## config.mk

```make
export PLATFORM = sky130hd
export DESIGN_NAME = pla_tt_capture
export DESIGN_NICKNAME = d
export VERILOG_FILES = /design/src/rtl/pla_tt_capture.sv
export SDC_FILE = /design/constraint.sdc
export NUM_CORES = 1
export LEC_CHECK = 0
export ABC_AREA = 1
export CAP_MARGIN = 20
export CORE_AREA = 2 2 102 114
export CTS_BUF_LIST = sky130_fd_sc_hd__clkbuf_8
export DETAILED_ROUTE_END_ITERATION = 6
export DIE_AREA = 0 0 104 116
export SKIP_CTS_REPAIR_TIMING = 1
export SYNTH_ARGS = -nofsm -noshare
export SYNTH_HDL_FRONTEND = slang
export SYNTH_SLANG_ARGS = --single-unit
```

## constraint.sdc

```tcl
create_clock -name clk -period 2.3 [get_ports clk]
set_input_delay 0.46 -clock clk [delete_from_list [all_inputs] [get_ports clk]]
set_output_delay 0.46 -clock clk [all_outputs]
set_load 0.01 [all_outputs]
```

## src/rtl/pla_tt_capture.sv

```systemverilog
// -----------------------------------------------------------------------------
// pla_tt_capture
//
// Purpose:
//   Sequential stimulus/capture engine for a single-output combinational PLA
//   with N_IN inputs. It walks x_out through every input vector 0 .. 2**N_IN-1.
//   Each vector is held for SETTLE+1 cycles. y_in is sampled on the last edge
//   of that window, and the sample is written into the truth-table register tt.
//
// Ports:
//   clk        in   system clock, rising edge
//   rst_n      in   asynchronous active-low reset
//   start      in   single-cycle sweep request, accepted only when idle
//   x_out      out  [N_IN]     vector driven to the function under test
//   y_in       in   function output for the current x_out
//   busy       out  high while a sweep is in progress
//   done       out  one-cycle pulse; tt is complete and stable from this cycle
//   tt         out  [2**N_IN]  captured truth table, bit k = y0 for x = k
//
// Optional compare feature, enabled by the macro PLA_TT_COMPARE_EN:
//   tt_ref     in   [2**N_IN]  golden table, held stable during a sweep
//   mismatch   out  mism_cnt != 0, valid from the done cycle
//   mism_cnt   out  [N_IN+1]   number of sampled bits differing from tt_ref
//   first_mism out  [N_IN]     lowest differing index (0 if none)
//
// Parameters:
//   N_IN    number of function inputs
//   SETTLE  extra hold cycles per vector before sampling (0..15)
// -----------------------------------------------------------------------------
module pla_tt_capture #(
    parameter int unsigned N_IN   = 6,
    parameter int unsigned SETTLE = 0
) (
    input  logic                 clk,
    input  logic                 rst_n,
    input  logic                 start,
    output logic [N_IN-1:0]      x_out,
    input  logic                 y_in,
    output logic                 busy,
    output logic                 done,
    output logic [2**N_IN-1:0]   tt
`ifdef PLA_TT_COMPARE_EN
    ,
    input  logic [2**N_IN-1:0]   tt_ref,
    output logic                 mismatch,
    output logic [N_IN:0]        mism_cnt,
    output logic [N_IN-1:0]      first_mism
`endif
);

    localparam int unsigned     TT_W     = 2**N_IN;
    localparam logic [N_IN-1:0] X_LAST   = '1;
    localparam logic [N_IN-1:0] X_ONE    = 1;
    localparam logic [3:0]      SETTLE_C = 4'(SETTLE);
    localparam logic [3:0]      HOLD_ONE = 4'd1;

    typedef enum logic [1:0] {
        IDLE  = 2'd0,
        SWEEP = 2'd1,
        FIN   = 2'd2
    } state_e;

    state_e            state_q, state_d;
    logic [N_IN-1:0]   x_out_q, x_out_d;
    logic [3:0]        hold_q,  hold_d;
    logic [TT_W-1:0]   tt_q,    tt_d;

    logic              sample;
    logic              last_vec;
    logic              accept;

    // A vector is sampled on the final edge of its SETTLE+1 cycle window.
    assign sample   = (state_q == SWEEP) && (hold_q == SETTLE_C);
    assign last_vec = (x_out_q == X_LAST);
    assign accept   = (state_q == IDLE) && start;

    // -------------------------------------------------------------------------
    // FSM: state register
    // -------------------------------------------------------------------------
    always_ff @(posedge clk or negedge rst_n) begin
        if (!rst_n) begin
            state_q <= IDLE;
        end else begin
            state_q <= state_d;
        end
    end

    // -------------------------------------------------------------------------
    // FSM: next-state logic
    // -------------------------------------------------------------------------
    always_comb begin
        state_d = state_q;
        case (state_q)
            IDLE: begin
                if (start) begin
                    state_d = SWEEP;
                end
            end
            SWEEP: begin
                if (sample && last_vec) begin
                    state_d = FIN;
                end
            end
            FIN: begin
                state_d = IDLE;
            end
            default: begin
                state_d = IDLE;
            end
        endcase
    end

    // -------------------------------------------------------------------------
    // FSM: outputs (decoded from the registered state, so glitch-free)
    // -------------------------------------------------------------------------
    always_comb begin
        busy = 1'b0;
        done = 1'b0;
        case (state_q)
            SWEEP:   busy = 1'b1;
            FIN:     done = 1'b1;
            default: ;
        endcase
    end

    // -------------------------------------------------------------------------
    // Datapath: vector counter, hold counter, truth table
    // -------------------------------------------------------------------------
    always_comb begin
        x_out_d = x_out_q;
        hold_d  = hold_q;
        tt_d    = tt_q;
        case (state_q)
            IDLE: begin
                if (start) begin
                    x_out_d = '0;
                    hold_d  = '0;
                    tt_d    = '0;
                end
            end
            SWEEP: begin
                if (sample) begin
                    tt_d[x_out_q] = y_in;
                    // x_out stays on the last vector until FIN, never wraps.
                    if (!last_vec) begin
                        x_out_d = x_out_q + X_ONE;
                        hold_d  = '0;
                    end
                end else begin
                    hold_d = hold_q + HOLD_ONE;
                end
            end
            FIN: begin
                x_out_d = '0;
            end
            default: ;
        endcase
    end

    always_ff @(posedge clk or negedge rst_n) begin
        if (!rst_n) begin
            x_out_q <= '0;
            hold_q  <= '0;
            tt_q    <= '0;
        end else begin
            x_out_q <= x_out_d;
            hold_q  <= hold_d;
            tt_q    <= tt_d;
        end
    end

    assign x_out = x_out_q;
    assign tt    = tt_q;

`ifdef PLA_TT_COMPARE_EN
    // -------------------------------------------------------------------------
    // Optional compare against a golden table
    // -------------------------------------------------------------------------
    localparam logic [N_IN:0] CNT_ONE = 1;

    logic [N_IN:0]   mism_cnt_q,   mism_cnt_d;
    logic [N_IN-1:0] first_mism_q, first_mism_d;

    always_comb begin
        mism_cnt_d   = mism_cnt_q;
        first_mism_d = first_mism_q;
        if (accept) begin
            mism_cnt_d   = '0;
            first_mism_d = '0;
        end else if (sample && (y_in != tt_ref[x_out_q])) begin
            mism_cnt_d = mism_cnt_q + CNT_ONE;
            // Vectors are visited in ascending order, so the first
            // difference seen is the lowest differing index.
            if (mism_cnt_q == '0) begin
                first_mism_d = x_out_q;
            end
        end
    end

    always_ff @(posedge clk or negedge rst_n) begin
        if (!rst_n) begin
            mism_cnt_q   <= '0;
            first_mism_q <= '0;
        end else begin
            mism_cnt_q   <= mism_cnt_d;
            first_mism_q <= first_mism_d;
        end
    end

    assign mism_cnt   = mism_cnt_q;
    assign first_mism = first_mism_q;
    assign mismatch   = (mism_cnt_q != '0);
`endif

endmodule

```

# After elaboration in Yosys (flattened, before gate mapping)
# Cells that the tools add are included.
# totals
ff_bits,76
input_bits,4
out_inout_bits,72
elab_cells,46
# classes
n_addsub,2
magnitude_cmp,2
n_eq_ne,8
muxes,19
n_reduce_logical,11
# op_table
op,count
$mux W64,2
$pmux W64 S2,1
$bwmux W64,1
$mux W6,3
$pmux W6 S3,1
$mux W4,3
$pmux W4 S2,1
$lt A6 B7 Y1 const B,1
$add A6 B1 Y6 const B,1
$demux W1 S6,1
$eq A6 B6 Y1 const B,1
$ge A6 B1 Y1 const B,1
$ne A2 B2 Y1 const B,3
$reduce_and A3 Y1,2
$add A4 B1 Y4 const B,1
$logic_not A4 Y1,1
$mux W2,2
$pmux W2 S2,1
$reduce_and A4 Y1,1
$logic_and A1 B1 Y1,3
$mux W1,3
$ne A3 B3 Y1 const B,1
$reduce_bool A3 Y1,1
$eq A2 B1 Y1 const B,1
other kinds (5),5

# Longest topological paths before layout
# Gate-level depths: netlist (run 1).
# logic_depth
depth_word,7
ltp_mapped,10
ltp_nobuf,9

# Worst setup path before layout (run 1)
# OpenSTA, ideal clock, no wires.
# synth_timing
kind,register to register
start,"reg x_out_q[0], in the netlist x_out[0]"
end,"reg tt_q[62], in the netlist tt[62]"
setup_ns,0.117
arrival_ns,1.296
required_time_ns,2.183
setup_slack_ns,0.888
stages_incl_launch_ff,9
n_path_buf,2
period_less_slack_ns,1.412
cell_sequence,dfrtp_1 buf_2 inv_1 nand3_1 buf_2 o21ai_0 nand2_1 nand2_1 nand2_1
# synth_between
elab_chain_len,7
word_cells_on_any_way,8
classes_between,order compare: 2; mux: 5; reduce/logical: 1
# synth_lines
item,line_no,text
from (decl),64,"logic [N_IN-1:0] x_out_q, x_out_d;"
from (signal assigned),166,x_out_q <= x_out_d;
$lt A6 B7 Y1 (implied by the code) or $ge A6 B1 Y1 (tied branches),143,tt_d[x_out_q] = y_in;
$logic_and A1 B1 Y1 (implied by the code),143,
$mux W1 (implied by the code),143,
$demux W1 S6 *,143,
$bwmux W64 *,143,
$mux W64 *,142,if (sample) begin
$pmux W64 S2 *,133,case (state_q)
to (signal assigned),168,tt_q <= tt_d;
to (decl),66,"logic [TT_W-1:0] tt_q, tt_d;"
# Mark *: on every way between the ends. The rest lies on a longest branch, timed or not. The select of a mux whose other input is x is not followed.
# A chain may end at the register's enable or synchronous reset.

# Worst setup path in the final report (run 1)
# layout_timing
start,"reg x_out_q[4], in the netlist x_out[4]"
end,out x_out[4]
# layout_rtl
item,line_no,text
to (decl),37,"output logic [N_IN-1:0] x_out,"
# No word-level cell between the ends.

==> out/results.ini, run 1 <==
[route]
vias=4164
avgRoutedWirePerCell_um=14.4
vias_per_cell=5.05
firstDrtPassIters=5
postRouteAntennaNets=0
routed_wl_um=11900
first_iter_violations=259
drc=0

[global_route]
antenna_found_initial=0
grt_pass1_vias=3866
gr-total-overflow=0
grt_max_degree=65
grt_usage_pct=20.6
grt_pass1_wl_um=19800

[floorplan]
core_um2=10800
pin_count=76
start_util_pct=39.9
die_area_um2=12100
rows=40
die_w_um=104
die_y_um=116

[critical_path]
slowest_stage=clkdlybuf4s50_1
crit_path_max_fanout=10
cp_top_family=buffers and inverters
end_kind=output pin
path_cells=clkdlybuf4s50_1
path_buf_inv=1
worstSetupPathType=register to output pin
critPathRequiredTime_ns=1.84
cp.arrival_ns=1.55
slowest_delay_ns=0.61
start_kind=register

[power]
ir_drop_v=0.000367
power_mw=4.04
pwr_density_cell_nw_per_um2=756
p_leak_nw=2.50

[logic_synthesis]
ys_ff_latch=76
synth_top_area_share_pct=44.1
synth_cell_types=25
netlist_instances=613
ys_seq_area_share_pct=44.1
syn_avg_cell_area_um2=7.03
syn-cell-area_um2=4310
yosys.area.top_type=dfrtp_1
syn_nets=620
synth_area_leaders=dfrtp_1 44%, nand2_1 21%, nand3_1 8.9%, o21ai_0 6.8%, nor2_1 6.7%
ys_warn_count=0

[cells_and_area]
final_util_pct=49.4
fin_nets=680
layout.cells.non_filler=825
syn2layout_area_growth_pct=23.8
final_common_cell=nand2_1
final_cell_mix=236 x nand2_1, 77 x nor2_1, 77 x nand3_1
drive_gt1_share_pct=7.37
diodes=0

[job]
cap_violations=0

[placed_design]
post-dp-hpwl_um=7540
numPortBuffers=75
globalplace.congestion=0.798
place_inst=809

[timing]
drv_slew=0
finalSetupViolCount=0
rsz0062_at_grt=no
final-hold-violation-count=0
tns_ns=0
hold_slack_ns=0.0669
tightest_slew_ns=0.580
period_needed_ns=2.01
period_share_pct=87.5
max_freq_mhz=497
slew_headroom_pct=61.3
skew_ns=0.00840

[worst_hold_path]
worstHoldPathType=input port to async pin

[clocking]
cts_root_buf=clkbuf_8
clk_pin_slew_ns=0.08
numCtsBuffers=9
cts-htree-levels=3
cts_tree=built
clock-sinks=76
clockBufferDepth=2
clock_latency_ns=0.35

[run_status]
status=finished, final reports clean

## worst paths after layout
path | startpoint | slack, ns | cells after the start | end
worst max-delay path | x_out[4] | 0.29 | 1 | x_out[4]
worst min-delay path | rst_n | 0.07 | 1 | tt[45]
max in group asynchronous | rst_n | 1.60 | 2 | tt[62]
worst min register to register | tt[58] | 0.48 | 2 | tt[58]
worst max register to register | hold_q[0] | 0.51 | 9 | tt[54]
min in group clk | tt[58] | 0.48 | 2 | tt[58]
## per-layer routing
metal | wire [um] | global-route usage (%) | vias to the layer above
li1 | - | - | 2069
met1 | 5470 | 27.2 | 1937
met2 | 5540 | 32.9 | 131
met3 | 569 | 3.49 | 27
met4 | 333 | 10.6 | 0
met5 | 0 | 0 | -
## area by class of cell
cell class / count / area [um^2]
Fill cell: 1115 / 5470
Timing Repair Buffer: 95 / 936
Clock inverter: 4 / 16.3
Multi-Input combinational cell: 474 / 2070
Sequential cell: 76 / 1900
Inverter: 17 / 63.8
Clock buffer: 12 / 165
Tap cell: 147 / 184
## through the flow
step                worst slack (ns)  area (um^2)
floorplan                      0.888         4310
global placement               0.342         5160
detailed placement             0.316         5160
CTS                            0.278         5340
global route                   0.219         5340
finish                         0.287         5340
## report_power, final
group / internal [mW] / switching, mW / leakage, nW
registers: 1.47 / 0.154 / 1.04
logic: 0.507 / 0.952 / 1.36
clock network: 0.468 / 0.491 / 0.106
## cell families after synthesis
logic type               after synthesis  share of synthesized area, %
XOR/XNOR                               3                         0.610
buffers and inverters                 63                          7.84
AND/OR/NAND/NOR                      402                          38.9
AO/OA/AOI/OAI                         66                          7.72
adder cells (fa/ha/maj)                3                         0.871
flip-flops                            76                          44.1
## Yosys cell counts, drive strengths merged
cell    instances
nand2         237
nand3          80
nor2           80
dfrtp          76
o21ai          64
buf            39
inv            17
clkbuf          7
ha              3
xor2            3
nand3b          2
a21oi           1
nand4           1
nor3            1
o21bai          1
or2             1
## state kept, by name (all words and copies together), names as in the netlist
register	flops
x_out	6
tt	64
hold_q	4
state_q	2
Note: power is estimated with default switching activity, not from simulation.
==> run 2, diff against run 1 <==
ABC_CLOCK_PERIOD_IN_PS = 2300   (was unset)
==> results of run 2 <==
Same layout as run 1: the final DEF is identical, and so are final timing and power.
==> run 3, diff against run 2 <==
CORE_AREA = 2 2 107 109   (was 2 2 102 114)
DIE_AREA = 0 0 109 111   (was 0 0 104 116)
PLACE_DENSITY = 0.72   (was unset)
SKIP_LAST_GASP = 1   (was unset)
==> run 3 against run 2 <==
  * Global-route usage decreased by 0.33 points
  * Setup slack got worse by 0.010 ns
  * Cell count decreased by 1.2%
  * Sequential share of layout area increased by 0.11 points
  * Fmax decreased by 0.51%
  * Non-clock buffer count decreased by 6
  * Critical endpoint is now busy
==> out/results.ini, run 3 (synthesis gave the netlist of run 1 again) <==
[cells_and_area]
drive_gt1_share_pct=6.85
multi_input_area_um2=2070
fillers=1084
final_cell_mix=236 x nand2_1, 77 x nor2_1, 77 x nand3_1
layout.cells.non_filler=815
fin_nets=674
regArea_um2=1900
fin_area_um2=5320
largest_register_ffs=64
syn2layout_area_growth_pct=23.4
diodes=0
final_common_cell=nand2_1
final_util_pct=48.1

[critical_path]
crit_path_max_fanout=5
end_kind=output pin
slowest_stage=clkdlybuf4s50_1
slowest_delay_ns=0.56
r2r_end=tt[41]
worstSetupPathType=register to output pin
reg2reg_depth=8
rrSetupSlack_ns=0.45
critPathRequiredTime_ns=1.84
start_kind=register
cp.arrival_ns=1.56
path_cells=nor2_4, clkdlybuf4s50_1
r2r_start=hold_q[0]

[floorplan]
start_util_pct=38.9
pin_count=76
core_um2=11100
die_y_um=111
rows=39
die_area_um2=12100
die_w_um=109

[global_route]
antenna_found_initial=0
grt_max_degree=77
gr-total-overflow=0
grt_pass1_wl_um=19300
grt_usage_pct=20.3
grt_pass1_vias=3886

[clocking]
clock-sinks=76
numCtsBuffers=9
cts_root_buf=clkbuf_8
cts-htree-levels=3
clock_latency_ns=0.36
clk_pin_slew_ns=0.08
cts_tree=built
clockBufferDepth=2

[route]
drc=0
vias=4179
first_iter_violations=405
postRouteAntennaNets=0
vias_per_cell=5.13
firstDrtPassIters=5
routed_wl_um=11600
avgRoutedWirePerCell_um=14.2

[power]
p_leak_nw=2.48
power_frac_comb_pct=34.9
netSwitchingFraction_pct=39.1
seqPwrFrac_pct=39.2
ir_drop_v=0.000340
power_mw=4.13
pwr_density_cell_nw_per_um2=775
p_int_mw=2.51
net-switching-power_mw=1.61
clockPowerShare_pct=25.9

[timing]
tns_ns=0
rsz0062_at_grt=no
final-hold-violation-count=0
max_freq_mhz=494
slew_headroom_pct=56.8
finalSetupViolCount=0
tightest_slew_ns=0.648
skew_ns=0.00979
period_needed_ns=2.02
drv_slew=0
period_share_pct=88.0

[placed_design]
post_dp_cell_area_um2=5120
numPortBuffers=75
place_inst=799
post-dp-hpwl_um=7250
globalplace.congestion=0.810

[worst_hold_path]
worstHoldPathType=input port to async pin

[job]
cap_violations=0

[run_status]
status=finished, final reports clean

run 3: changes by cell type in the layout (fill, tap and decap cells not counted), sizes merged:
| cell | delta |
|---|---|
| buf | -6 |
| clkbuf | -1 |
| inv | -2 |
| clkinv | +1 |
| bufinv | +1 |
| clkinvlp | +1 |
run 3: routing by layer:
metal,global-route usage (%),routed length (um),share of wire (%)
met1,27.6,5070,44
met2,31.9,5590,48
met3,3.88,641,5.5
met4,7.61,273,2.4
met5,0,0,0
run 3: through the flow:
step | setup slack [ns] | hold WS (ns)
global placement | 0.0420 | 0.454
global route | 0.207 | 0.147
finish | 0.277 | 0.132
floorplan | 0.888 | 0.164
detailed placement | -0.00888 | 0.462
CTS | 0.190 | 0.135
run 3: power groups by stage:
| stage | registers [mW] | clock network (mW) | logic (mW) |
|---|---|---|---|
| 2_1_floorplan | 1.62 | 0 | 0.938 |
| 3_3_place_gp | 1.63 | 0 | 1.39 |
| 3_5_place_dp | 1.64 | 0 | 1.43 |
| 4_1_cts | 1.62 | 1.09 | 1.43 |
| 5_1_grt | 1.63 | 1.16 | 1.59 |
| 6_report | 1.62 | 1.07 | 1.44 |
run 3: final cells by class:
type | instances | share of cell area [%]
flip-flops and latches | 76 | 35.7
repair buffers | 89 | 16.9
well taps | 143 | 3.36
clock buffers | 11 | 2.84
multi-input cells | 474 | 38.9
inverters | 17 | 1.25
clock inverters | 5 | 0.964
run 3: worst max-delay path by stage:
stage | endpoint | slack (ns) | depth (start not counted) | start
CTS | tt[46] | 0.19 | 8 | hold_q[0]
floorplan | tt[62] | 0.89 | 8 | x_out[0]
detailed placement | tt[23] | -0.009 | 6 | start
global route | busy | 0.21 | 2 | state_q[1]
finish | busy | 0.28 | 2 | state_q[1]
global placement | tt[12] | 0.04 | 6 | start
run 3: worst max-delay path, delay by kind of cell (launching register included):
kind	cells	cell delay (ns)
buffers and inverters	1	0.56
flip-flops	1	0.44
AND/OR/NAND/NOR	1	0.20
